### config.mk
export PLATFORM = sky130hd
export DESIGN_NAME = hack_video
export DESIGN_NICKNAME = d
export VERILOG_FILES = /design/src/rtl/hack_video_pkg.sv /design/src/rtl/hack_video_timing.sv /design/src/rtl/hack_video.sv
export SDC_FILE = /design/constraint.sdc
export NUM_CORES = 1
export LEC_CHECK = 0
export BUFFER_PORTS_ARGS = -buffer_cell sky130_fd_sc_hd__buf_4
export CAP_MARGIN = 20
export CORE_MARGIN = 4
export CORE_UTILIZATION = 30
export CTS_CLUSTER_SIZE = 14
export DETAILED_ROUTE_END_ITERATION = 8
export PLACE_DENSITY_LB_ADDON = 0.08
export RECOVER_POWER = 50
export SLEW_MARGIN = 5
export SYNTH_ARGS = -nofsm -noshare
export SYNTH_HDL_FRONTEND = slang
export SYNTH_SLANG_ARGS = --single-unit
### constraint.sdc
create_clock -name clk -period 3.1 [get_ports clk]
set_clock_uncertainty 0.1 [all_clocks]
set_input_delay 0.62 -clock clk [delete_from_list [all_inputs] [get_ports clk]]
set_output_delay 0.62 -clock clk [all_outputs]
set_load 0.1 [all_outputs]
### src/rtl/hack_video_pkg.sv
// rtl/hack_video_pkg.sv - timing, window and colour constants shared by the video blocks
package hack_video_pkg;

    // 640x480 timing, counts in pixels (h) and lines (v); sync ranges are inclusive
    localparam logic [9:0] H_ACTIVE     = 10'd640;
    localparam logic [9:0] H_SYNC_START = 10'd656;
    localparam logic [9:0] H_SYNC_END   = 10'd751;
    localparam logic [9:0] H_TOTAL      = 10'd800;
    localparam logic [9:0] V_ACTIVE     = 10'd480;
    localparam logic [9:0] V_SYNC_START = 10'd490;
    localparam logic [9:0] V_SYNC_END   = 10'd491;
    localparam logic [9:0] V_TOTAL      = 10'd525;

    // 512x256 monochrome screen centred in the active area
    localparam logic [9:0] WIN_X0 = 10'd64;
    localparam logic [9:0] WIN_Y0 = 10'd112;
    localparam logic [9:0] WIN_W  = 10'd512;
    localparam logic [9:0] WIN_H  = 10'd256;

    localparam logic [23:0] RGB_BLACK = 24'h000000;
    localparam logic [23:0] RGB_WHITE = 24'hFFFFFF;

    typedef struct packed {
        logic hblank;
        logic vblank;
        logic hsync;
        logic vsync;
    } sync_t;

endpackage

### src/rtl/hack_video_timing.sv
// rtl/hack_video_timing.sv - pixel divider, h/v counters and sync/blank decode
//
// Ports:
//   clk, reset_n   clock, asynchronous active-low reset
//   ce_pix_o       pixel enable, high one clk in every CE_DIV
//   h_cnt_o        horizontal pixel counter 0..799
//   v_cnt_o        vertical line counter 0..524
//   sync_o         unregistered blank/sync decode of the current counters
module hack_video_timing
    import hack_video_pkg::*;
#(
    parameter int CE_DIV = 4
) (
    input  logic       clk,
    input  logic       reset_n,
    output logic       ce_pix_o,
    output logic [9:0] h_cnt_o,
    output logic [9:0] v_cnt_o,
    output sync_t      sync_o
);

    localparam logic [3:0] DIV_LAST = 4'(CE_DIV - 1);

    logic [3:0] div_q, div_d;
    logic [9:0] h_q, h_d;
    logic [9:0] v_q, v_d;
    logic       ce;

    always_comb begin
        ce    = (div_q == DIV_LAST);
        div_d = ce ? 4'd0 : div_q + 4'd1;
        h_d   = h_q;
        v_d   = v_q;
        if (ce) begin
            if (h_q == H_TOTAL - 10'd1) begin
                h_d = 10'd0;
                v_d = (v_q == V_TOTAL - 10'd1) ? 10'd0 : v_q + 10'd1;
            end else begin
                h_d = h_q + 10'd1;
            end
        end
    end

    always_ff @(posedge clk or negedge reset_n) begin
        if (!reset_n) begin
            div_q <= 4'd0;
            h_q   <= 10'd0;
            v_q   <= 10'd0;
        end else begin
            div_q <= div_d;
            h_q   <= h_d;
            v_q   <= v_d;
        end
    end

    always_comb begin
        sync_o.hblank = (h_q >= H_ACTIVE);
        sync_o.vblank = (v_q >= V_ACTIVE);
        sync_o.hsync  = (h_q >= H_SYNC_START) && (h_q <= H_SYNC_END);
        sync_o.vsync  = (v_q >= V_SYNC_START) && (v_q <= V_SYNC_END);
    end

    assign ce_pix_o = ce;
    assign h_cnt_o  = h_q;
    assign v_cnt_o  = v_q;

endmodule

### src/rtl/hack_video.sv
// rtl/hack_video.sv - Hack 512x256 monochrome screen to 640x480 video with word prefetch
//
// Ports:
//   clk, reset_n              clock, asynchronous active-low reset
//   ram_addr, ram_rd          screen RAM word address (y*32+k) and one-clk read strobe
//   ram_data                  screen RAM data, valid 1 clk after ram_rd
//   ce_pix                    pixel enable
//   HBlank/VBlank/HSync/VSync timing outputs, sync active-high
//   vga_r/vga_g/vga_b         pixel colour
module hack_video
    import hack_video_pkg::*;
#(
    parameter int          CE_DIV     = 4,
    parameter logic [23:0] BORDER_RGB = 24'h202020
) (
    input  logic        clk,
    input  logic        reset_n,
    output logic [12:0] ram_addr,
    output logic        ram_rd,
    input  logic [15:0] ram_data,
    output logic        ce_pix,
    output logic        HBlank,
    output logic        VBlank,
    output logic        HSync,
    output logic        VSync,
    output logic [7:0]  vga_r,
    output logic [7:0]  vga_g,
    output logic [7:0]  vga_b
);

    logic       ce;
    logic [9:0] h_cnt;
    logic [9:0] v_cnt;
    sync_t      sync_now;

    hack_video_timing #(
        .CE_DIV(CE_DIV)
    ) u_timing (
        .clk     (clk),
        .reset_n (reset_n),
        .ce_pix_o(ce),
        .h_cnt_o (h_cnt),
        .v_cnt_o (v_cnt),
        .sync_o  (sync_now)
    );

    logic [12:0] ram_addr_q, ram_addr_d;
    logic        ram_rd_q;
    logic        cap_pend_q;
    logic [15:0] fetch_q;
    logic [15:0] shift_q;
    sync_t       sync_q;
    logic [23:0] rgb_q, rgb_d;

    logic        in_win_h, in_win_v, in_win;
    logic        fetch_go;
    logic        word_start;
    logic [7:0]  y;
    logic [4:0]  k;
    logic [15:0] fetch_word;
    logic [15:0] word_now;
    logic        pix;

    always_comb begin
        in_win_v = (v_cnt >= WIN_Y0) && (v_cnt < WIN_Y0 + WIN_H);
        in_win_h = (h_cnt >= WIN_X0) && (h_cnt < WIN_X0 + WIN_W);
        in_win   = in_win_h && in_win_v;
        y        = 8'(v_cnt - WIN_Y0);
        // WIN_X0 is a multiple of 16, so x[3:0] equals h[3:0] and the pixel
        // before each word start is the one with h[3:0] == 15.
        word_start = (h_cnt[3:0] == 4'd0);
        fetch_go   = ce && in_win_v && (h_cnt[3:0] == 4'hF)
                     && (h_cnt >= WIN_X0 - 10'd1) && (h_cnt < WIN_X0 + WIN_W - 10'd1);
        k          = 5'((h_cnt + 10'd1 - WIN_X0) >> 4);
        ram_addr_d = fetch_go ? {y, k} : ram_addr_q;

        // With CE_DIV=2 the capture edge and the word-start pixel edge coincide,
        // so the word is taken straight from the RAM bus in that cycle.
        fetch_word = cap_pend_q ? ram_data : fetch_q;
        word_now   = word_start ? fetch_word : shift_q;
        pix        = word_now[h_cnt[3:0]];

        rgb_d = RGB_BLACK;
        if (!sync_now.hblank && !sync_now.vblank) begin
            if (in_win) begin
                rgb_d = pix ? RGB_BLACK : RGB_WHITE;
            end else begin
                rgb_d = BORDER_RGB;
            end
        end
    end

    always_ff @(posedge clk or negedge reset_n) begin
        if (!reset_n) begin
            ram_addr_q <= 13'd0;
            ram_rd_q   <= 1'b0;
            cap_pend_q <= 1'b0;
            fetch_q    <= 16'd0;
            shift_q    <= 16'd0;
            sync_q     <= '0;
            rgb_q      <= 24'd0;
        end else begin
            ram_addr_q <= ram_addr_d;
            ram_rd_q   <= fetch_go;
            cap_pend_q <= ram_rd_q;
            if (cap_pend_q) begin
                fetch_q <= ram_data;
            end
            if (ce && in_win && word_start) begin
                shift_q <= fetch_word;
            end
            // Timing and colour share one register stage so they stay aligned.
            if (ce) begin
                sync_q <= sync_now;
                rgb_q  <= rgb_d;
            end
        end
    end

    assign ram_addr = ram_addr_q;
    assign ram_rd   = ram_rd_q;
    assign ce_pix   = ce;
    assign HBlank   = sync_q.hblank;
    assign VBlank   = sync_q.vblank;
    assign HSync    = sync_q.hsync;
    assign VSync    = sync_q.vsync;
    assign vga_r    = rgb_q[23:16];
    assign vga_g    = rgb_q[15:8];
    assign vga_b    = rgb_q[7:0];

endmodule

==> summary.txt, run 1 <==
STA
  – Final Hold Violating Endpoints: 0
  – Tcrit/Tclk final: a little under nine tenths
  – Slew headroom: around 14%
  – Setup tns final: 0 ns
  – Slew Viols, Final: 0
  – Hold_ws: about 0.29 ns
  – Worst Tran Pin Value: 1.288 ns
  – Max frequency: 376.1 MHz
  – Unrepaired setup endpoints after global routing: no
  – Final Critical Period: between 2 and 3 ns
  – Final worst slack: 0.4414 ns
  – Endpoints failing setup: 0

Worst setup path
  – Arr. time, crit path: around 1.9 ns
  – R2R Path Start: u_timing.h_cnt_o[1]$_DFFE_PN0N_
  – Critical path class: reg2out
  – Crit-path max FO: 16
  – CP Capture Type: primary output
  – Critical Path RT: about 2.4 ns
  – Launch point of the critical path: u_timing.div_q[0]$_DFF_PN0_
  – CP startpoint kind: register

Drt
  – # DRC: 0
  – Number of routed nets with antenna violations: 0
  – Routed vias: 2,656
  – DRT Pass-1 Iters: 5
  – Detailed Route WL: between 8000 and 9000 um
  – Vias per inst: 4.751
  – WL/cell: 15.13 um
  – Initial DRC count: slightly below 100

Floorplan
  – Initial core utilization: 30.97%
  – Top Ports: 61
  – # rows: 41
  – Die H: between 100 and 150 um
  – Chip width: around 120 um
  – Die area: about 15,000 um^2
  – Core area: approximately 13,000 um^2

Synth
  – Warnings from Yosys: 0
  – Distinct cells, synth: 49
  – Number of synthesized flops with an enable pin: 0
  – Net Count, Synth: 369
  – Synthesized flop and latch total: slightly below 80
  – Mean Syn Cell Area: 11.57 um^2
  – Synth Instances: 342
  – Mapped Area: 3956 um^2
  – Ys flop type: dfrtp_1
  – Post-synth ARST share: 100.0%
  – Sequential area share after synthesis: 48.70%

Finish
  – Share of layout cells above drive strength 1: 31.27%
  – Fillers: 1,273
  – Post-Route Utilization: ~37%
  – Ant. Diodes: 0
  – Fin nets: 409
  – Area Overhead vs Synth: 19.48%

Pwr
  – Leak Pwr: 2.265 nW
  – Cell Pwr Density: 474.3 nW/um^2
  – Max VDD drop: approximately 0.24 mV

Clocking
  – Root Buffer: clkbuf_16
  – Total clock sinks: 77
  – Postcts setup bufs: 0
  – Post_cts resized: 0
  – Clk pin slew, worst setup/hold paths: 0.06 ns
  – TritonCTS Buffers: 9
  – Hold Buf Count CTS: 0
  – CTS H-Tree Depth: 3
  – Max clock buf depth: 2
  – CTS tree: done
  – Clk Latency, worst-skew pair: 0.34 ns

Global routing
  – Grt ovf: 0
  – GRT Total Usage: 11.92%
  – Vias in the first global route: 2,615
  – Antenna violations before repair: 0
  – Pin count of the biggest net entering global routing: 52
  – First-pass GRT wire length: 13,740 um

Hold path
  – Hold Startpoint: ram_rd$_DFF_PN0_
  – Hold Crit Class: reg2reg

Job
  – Max Cap Viol: 0

Placed design
  – Place WS: 0.5992 ns
  – Final HPWL from detailed placement: 5972 um
  – Final GP Congestion: 0.8278
  – IO Port Bufs: 60

Outcome
  – Status: finished, final reports clean
## path summary, 6_finish.rpt
check / to / slack [ns] / cells after the start
min: cap_pend_q$_DFF_PN0_ / 0.29 / 0
min in group asynchronous: fetch_q[14]$_DFF_PN0_ / 0.46 / 1
max: ce_pix / 0.44 / 5
max reg2reg: ram_addr[12]$_DFFE_PN0P_ / 0.57 / 6
min reg2reg: cap_pend_q$_DFF_PN0_ / 0.29 / 0
max in group asynchronous: u_timing.h_cnt_o[6]$_DFFE_PN0N_ / 1.05 / 2
## cells in the mapped netlist, types with 2 or more instances
master / number / area, um^2
nand2_1: 18 / 67.56
a211oi_1: 3 / 22.52
nand4_1: 5 / 31.28
o31ai_1: 7 / 52.55
o21ai_0: 19 / 95.09
o22ai_1: 2 / 12.51
a31oi_1: 5 / 31.28
a21oi_1: 4 / 20.02
and4_1: 2 / 17.52
and2_1: 3 / 18.77
xnor2_1: 11 / 96.34
inv_1: 12 / 45.04
nand3_1: 14 / 70.07
xor2_1: 8 / 70.07
buf_2: 9 / 45.04
nor2b_1: 4 / 25.02
nor3_1: 3 / 15.01
a211o_1: 2 / 17.52
mux2_2: 35 / 394.1
and3_1: 2 / 12.51
buf_4: 23 / 172.7
nor3b_1: 2 / 15.01
o2111ai_1: 2 / 17.52
nand3b_1: 2 / 15.01
nor2_1: 11 / 41.29
o41ai_1: 3 / 26.28
clkbuf_1: 6 / 22.52
dfrtp_1: 77 / 1927
mux2i_1: 7 / 70.07
ha_1: 9 / 112.6
nand2b_1: 5 / 31.28
mux2_4: 10 / 150.1
## worst max-delay path: stages, from the launching register on
cell	delay, ns
dfrtp_1	0.37
ha_1	0.18
or3b_1	0.45
buf_4	0.24
clkinv_1	0.08
buf_4	0.29
## cells in the final DEF, fill, tap and decap left out, types with 5 or more instances in the layout
cell	synthesis	routed
mux2_4	10	10
buf_4	23	65
nor2_1	11	12
xnor2_1	11	11
mux2_2	35	21
mux2_1	0	14
o21ai_0	19	19
xor2_1	8	8
clkbuf_16	0	9
dfrtp_1	77	77
mux2i_1	7	7
ha_1	9	9
nand2b_1	5	5
nand4_1	5	5
inv_1	12	12
a31oi_1	5	5
o31ai_1	7	7
nand2_1	18	18
nand3_1	14	14
## final cells by class
type | instances | area, um^2 | area share (%)
Multi-Input combinational cell | 211 | 1687 | 35.68
Tap cell | 172 | 215.2 | 4.553
Inverter | 13 | 48.80 | 1.032
Sequential cell | 77 | 1927 | 40.76
Clock inverter | 7 | 113.9 | 2.409
Clock buffer | 9 | 225.2 | 4.764
Timing Repair Buffer | 70 | 510.5 | 10.80
## power breakdown
part           total (mW)  leakage [nW]  switching [mW]  internal, mW
clock network        1.20         0.169           0.418         0.783
registers            1.01          1.06               0          1.01
logic              0.0358          1.04          0.0224        0.0134
total                2.24          2.27           0.440          1.80
## stage by stage
stage	instances	total power [mW]	instance area, um^2
after detailed placement	543	1.065	4420
after CTS	559	2.282	4760
final	559	2.242	4727
after global routing	559	2.331	4727
after floorplan	342	1.024	3956
after global placement	542	1.064	4415
## state kept, by name, indices dropped and copies added, names as in the netlist, 2 cells and up
signal,flops
u_timing.v_cnt_o,10
rgb_q,2
u_timing.div_q,4
fetch_q,16
ram_addr,13
u_timing.h_cnt_o,10
shift_q,16
## metal layers
| layer | global-route usage [%] | part of all wire, % |
|---|---|---|
| met1 | 16.44 | 49 |
| met2 | 17.59 | 44 |
| met3 | 1.982 | 4.3 |
| met4 | 6.928 | 2.5 |
| met5 | 0 | 0 |
## cells by family after synthesis
kind of cell,share of synthesized area [%]
AND/OR/NAND/NOR,12.11
AO/OA/AOI/OAI,8.128
adder cells (fa/ha/maj),2.846
XOR/XNOR,4.206
buffers and inverters,8.475
multiplexers,15.53
flip-flops,48.70
No activity file was read; power rests on OpenSTA's default activity.
==> inputs of run 2 (changes only) <==
Settings changed: CORE_ASPECT_RATIO set to 0.8, SETUP_SLACK_MARGIN set to 0.4.
==> summary.txt, run 2 (same netlist as run 1, synthesis figures left out) <==
Clocking
  – Total clock sinks: 77 (unchanged)
  – CTS H-Tree Depth: 3 (unchanged)
  – Max clock buf depth: 2 (unchanged)
  – Root Buffer: clkbuf_16
  – Clk pin slew, worst setup/hold paths: 0.06 ns (about the same)
  – CTS tree: done
  – Clk Latency, worst-skew pair: 0.33 ns (about the same)
  – TritonCTS Buffers: 9 (unchanged)

Hold path
  – Hold path depth: 0 (unchanged)
  – Hold Crit Class: reg2reg
  – Hold Startpoint: ram_rd$_DFF_PN0_
  – Worst Hold Path EP: cap_pend_q$_DFF_PN0_

Finish
  – Final instance area: 4753 um^2 (+0.56%)
  – Post-Route Utilization: 36.93% (-0.073 points)
  – Most common cell after layout, fill and taps aside: dfrtp_1
  – Ant. Diodes: 0 (unchanged)
  – Fin nets: 409 (unchanged)
  – Most frequent cells in the layout: 77 x dfrtp_1, 68 x buf_4, 21 x mux2_2
  – Fillers: 1,314 (+3.2%)
  – Final non-filler cell total: 562 (+0.54%)
  – Share of layout cells above drive strength 1: 31.78% (+0.52 points)
  – Area Overhead vs Synth: 20.15%

Floorplan
  – Initial core utilization: 30.74% (-0.23 points)
  – Chip width: 136.4 um (+11%)
  – # rows: 37 (-9.8%)
  – Top Ports: 61 (unchanged)
  – Die H: 110.7 um (-9.9%)
  – Die area: 15,100 um^2 (about the same)
  – Core area: 12,870 um^2 (+0.75%)

Drt
  – Routed vias: 2,662 (+0.23%)
  – Number of routed nets with antenna violations: 0 (unchanged)
  – DRT Pass-1 Iters: 4 (-1)
  – Detailed Route WL: 8507 um (+0.56%)
  – Initial DRC count: 115 (+17%)
  – # DRC: 0 (unchanged)
  – Vias per inst: 4.737 (-0.31%)
  – WL/cell: 15.14 um (about the same)

STA
  – Max frequency: 368.0 MHz (-2.2%)
  – Final Critical Period: 2.717 ns (+0.05872 ns)
  – Endpoints failing setup: 0 (unchanged)
  – Slew headroom: -48.53% (-63 points)
  – Unrepaired setup endpoints after global routing: no
  – Final worst slack: 0.3827 ns (-0.05873 ns)
  – Hold_ws: 0.2849 ns (-0.008580 ns)
  – Tcrit/Tclk final: 87.66% (+1.9 points)
  – Slew Viols, Final: 42 (+42)
  – Final Hold Violating Endpoints: 0 (unchanged)
  – Worst Tran Pin Value: 2.228 ns (+0.9405 ns)
  – Setup tns final: 0 ns (unchanged)

Worst setup path
  – R2R Setup Slk: 0.58 ns (about the same)
  – Critical path class: reg2out
  – CP startpoint kind: register
  – R2R Path End: shift_q[4]$_DFFE_PN0P_
  – Crit-path max FO: 11 (-5)
  – Critical Path RT: 2.38 ns (about the same)
  – Arr. time, crit path: 2.00 ns (+0.06 ns)
  – CP Capture Type: primary output
  – Worst r2r path cells: 5 (-1)
  – R2R Path Start: u_timing.div_q[0]$_DFF_PN0_

Pwr
  – Logic pwr share: 1.6% (about the same)
  – Leak Pwr: 2.267 nW (about the same)
  – Internal power: 1.806 mW (+0.25%)
  – Switching Share: 19.43% (-0.21 points)
  – Clk network pwr share: 53.5% (about the same)
  – Cell Pwr Density: 471.7 nW/um^2 (-0.56%)
  – Sequential share of power: 44.8% (about the same)
  – Sw Pwr: 435.7 uW (-1.1%)
  – Design Power: 2.242 mW (about the same)
  – Max VDD drop: 0.2534 mV (+5.8%)

Global routing
  – GRT Total Usage: 12.04% (+0.11 points)
  – Pin count of the biggest net entering global routing: 42 (-19%)
  – Vias in the first global route: 2,733 (+4.5%)
  – Antenna violations before repair: 0 (unchanged)
  – First-pass GRT wire length: 14,430 um (+5.1%)
  – Grt ovf: 0 (unchanged)

Outcome
  – Status: complete, but fails checks
  – Failing checks: capacitance limit, slew limit

Job
  – Max Cap Viol: 1 (+1)

Placed design
  – Place WS: 0.5789 ns (-0.02032 ns)
  – IO Port Bufs: 60 (unchanged)
  – Placed cells: 546 (+0.55%)
  – Final HPWL from detailed placement: 5988 um (+0.27%)
  – Placed inst area: 4414 um^2 (-0.14%)
  – Final GP Congestion: 0.8065 (-2.6%)
-- run 2: cell count changes in the layout (fill, tap and decap cells not counted), sizes merged --
cell	change
buf	+2
clkbuf	-1
clkinvlp	+1
clkinv	-2
-- run 2: repair_timing --
| action | CTS | global route |
|---|---|---|
| endpoints found under the setup margin | 1 | 1 |
| setup buffers | 0 | 0 |
| resized for setup | 2 | 1 |
| pin swaps | 0 | 0 |
| hold buffers | 0 | 0 |
-- run 2: layout make-up --
| type | count | area, um^2 | share of cell area (%) |
|---|---|---|---|
| sequential | 77 | 1927 | 40.54 |
| multi-input combinational | 211 | 1699 | 35.75 |
| timing repair buffer | 70 | 518.0 | 10.90 |
| clock buffer | 10 | 229.0 | 4.817 |
| tap | 175 | 219.0 | 4.606 |
| clock inverter | 6 | 111.4 | 2.343 |
| inverter | 13 | 50.05 | 1.053 |
-- run 2: per-layer routing --
metal	GRT usage, %	vias to the layer above	part of all wire [%]
met5	0	-	0
met4	3.425	0	1.2
met3	3.267	7	5.1
met2	17.98	73	44
met1	17.09	1320	49
li1	-	1262	-
-- run 2: worst max path at each step --
stage | start | endpoint | slack [ns] | depth (start not counted)
floorplan | u_timing.div_q[0]$_DFF_PN0_ | u_timing.h_cnt_o[5]$_DFFE_PN0N_ | 0.48 | 8
global placement | u_timing.div_q[0]$_DFF_PN0_ | ce_pix | 0.62 | 4
detailed placement | u_timing.div_q[0]$_DFF_PN0_ | ce_pix | 0.58 | 4
CTS | u_timing.div_q[0]$_DFF_PN0_ | ce_pix | 0.53 | 4
global route | u_timing.div_q[0]$_DFF_PN0_ | ce_pix | 0.26 | 4
finish | u_timing.div_q[0]$_DFF_PN0_ | ce_pix | 0.38 | 4
-- run 2: power groups by stage --
stage	registers, mW	logic [mW]	clock network (mW)
after floorplan	1.02	0.000171	0
after global placement	1.02	0.0389	0
after detailed placement	1.02	0.0397	0
after CTS	1.00	0.0401	1.25
after global routing	1.00	0.0434	1.29
final	1.01	0.0367	1.20
-- run 2: critical path, cell delays in order, from the launching register on --
cell,delay (ns)
dfrtp_1,0.39
ha_1,0.22
or3b_1,0.49
clkinv_2,0.26
buf_4,0.30
==> inputs of run 3 (changes only) <==
Settings changed: CORE_ASPECT_RATIO 0.8 to 1.5.
==> summary.txt, run 3 (same netlist as run 1, synthesis figures left out) <==
Outcome
  – Status: complete, but fails checks
  – Failing checks: capacitance limit, slew limit

Placed design
  – Place WS: 0.5250 ns (-0.05385 ns)
  – IO Port Bufs: 60 (unchanged)
  – Placed cells: 528 (-3.3%)
  – Final GP Congestion: 0.7819 (-3.1%)
  – Final HPWL from detailed placement: 6219 um (+3.9%)

Hold path
  – Hold path depth: 0 (unchanged)
  – Hold Crit Class: reg2reg

Clocking
  – CTS H-Tree Depth: 3 (unchanged)
  – Hold Buf Count CTS: 0 (unchanged)
  – Clk Latency, worst-skew pair: 0.33 ns (about the same)
  – Total clock sinks: 77 (unchanged)
  – Root Buffer: clkbuf_16
  – Max clock buf depth: 2 (unchanged)
  – CTS tree: done
  – Clk pin slew, worst setup/hold paths: 0.06 ns (about the same)
  – TritonCTS Buffers: 9 (unchanged)

STA
  – Worst Tran Pin Value: 1.622 ns (-0.6057 ns)
  – Setup tns final: 0 ns (unchanged)
  – Tcrit/Tclk final: 87.69% (about the same)
  – Unrepaired setup endpoints after global routing: no
  – Endpoints failing setup: 0 (unchanged)
  – Max frequency: 367.9 MHz (about the same)
  – Final Critical Period: 2.718 ns (+0.001094 ns)
  – Slew headroom: -8.151% (+40 points)
  – Slew Viols, Final: 28 (-33%)
  – Final worst slack: 0.3816 ns (-0.001094 ns)
  – Final Hold Violating Endpoints: 0 (unchanged)

Worst setup path
  – Critical Path RT: 2.38 ns (about the same)
  – Cell count along the critical path: 4 (unchanged)
  – CP startpoint kind: register
  – Top cell family by delay on the critical path: simple AND/OR/NAND/NOR gates
  – CP peak stage delay: 0.57 ns (+0.08 ns)
  – Arr. time, crit path: 2.00 ns (about the same)
  – CP bufs+invs: 2 (unchanged)
  – Critical path class: reg2out
  – Critical-path top delay cell: or3b_1
  – Crit-path max FO: 10 (-1)
  – CP Cell Sequence: ha_1, or3b_1, clkinv_2, buf_4
  – CP Capture Type: primary output
  – Worst r2r path cells: 5 (unchanged)

Global routing
  – Pin count of the biggest net entering global routing: 78 (+86%)
  – First-pass GRT wire length: 14,680 um (+1.7%)
  – Vias in the first global route: 2,778 (+1.6%)
  – Antenna violations before repair: 0 (unchanged)
  – GRT Total Usage: 12.47% (+0.43 points)
  – Grt ovf: 0 (unchanged)

Pwr
  – Design Power: 2.099 mW (-6.4%)
  – Cell Pwr Density: 446.4 nW/um^2 (-5.4%)
  – Max VDD drop: 0.2261 mV (-11%)
  – Leak Pwr: 2.238 nW (-1.3%)

Floorplan
  – Initial core utilization: 30.54% (-0.20 points)
  – Chip width: 101.8 um (-25%)
  – Die H: 148.6 um (+34%)
  – Die area: 15,130 um^2 (+0.18%)
  – # rows: 51 (+38%)
  – Top Ports: 61 (unchanged)
  – Core area: 12,950 um^2 (+0.65%)

Job
  – Max Cap Viol: 1 (unchanged)

Drt
  – # DRC: 0 (unchanged)
  – Detailed Route WL: 8647 um (+1.6%)
  – DRT Pass-1 Iters: 4 (unchanged)
  – WL/cell: 15.87 um (+4.8%)
  – Number of routed nets with antenna violations: 0 (unchanged)
  – Initial DRC count: 78 (-32%)
  – Routed vias: 2,594 (-2.6%)
  – Vias per inst: 4.760 (+0.49%)

Finish
  – Most frequent cells in the layout: 77 x dfrtp_1, 66 x buf_4, 22 x mux2_2
  – Ant. Diodes: 0 (unchanged)
  – Area Overhead vs Synth: 18.88%
  – Share of layout cells above drive strength 1: 31.61% (-0.18 points)
  – Fin nets: 408 (-0.24%)
  – Final non-filler cell total: 545 (-3.0%)
  – Most common cell after layout, fill and taps aside: dfrtp_1
run 3: path summary, 6_finish.rpt:
kind                                             startpoint                          end  slack [ns]
worst max-delay path            u_timing.div_q[0]$_DFF_PN0_                       ce_pix        0.38
max in group asynchronous                           reset_n  u_timing.div_q[1]$_DFF_PN0_        1.35
worst min register to register             ram_rd$_DFF_PN0_         cap_pend_q$_DFF_PN0_        0.28
worst max register to register  u_timing.div_q[0]$_DFF_PN0_       shift_q[5]$_DFFE_PN0P_        0.60
worst min-delay path                       ram_rd$_DFF_PN0_         cap_pend_q$_DFF_PN0_        0.28
min in group asynchronous                           reset_n         fetch_q[0]$_DFF_PN0_        0.60
run 3: timing repair:
item | in CTS | in global routing
gates resized for setup | 2 | 0
setup endpoints to repair | 1 | 0
hold endpoints to repair | 0 | 0
setup buffers | 0 | 0
run 3: metrics by stage:
| step | hold slack [ns] | instance area, um^2 | utilization, % |
|---|---|---|---|
| after global placement | 0.2653 | 4379 | 33.81 |
| after floorplan | 0.2244 | 3956 | - |
| after CTS | 0.2771 | 4686 | 36.17 |
| after detailed placement | 0.2617 | 4379 | 33.81 |
| after global routing | 0.2790 | 4703 | 36.31 |
| final | 0.2765 | 4703 | 36.31 |
run 3: final cells by class:
class | instances | area (um^2)
Timing Repair Buffer | 69 | 530.5
Clock inverter | 5 | 60.06
Tap cell | 159 | 198.9
Inverter | 13 | 50.05
Clock buffer | 11 | 242.7
Sequential cell | 77 | 1927
Multi-Input combinational cell | 211 | 1694
Fill cell | 1289 | 8250
run 3: per-layer routing:
layer	vias to the layer above	routed length, um	track usage (%)
li1	1262	-	-
met1	1259	3523	15.09
met2	57	4567	20.97
met3	16	322	2.581
met4	0	233	5.722
met5	-	0	0
run 3: power breakdown:
group / total [mW] / switching, mW / internal, mW / leakage [nW]
sequential: 1.01 / 0 / 1.01 / 1.06
clock: 1.06 / 0.410 / 0.645 / 0.134
combinational: 0.0389 / 0.0224 / 0.0166 / 1.05
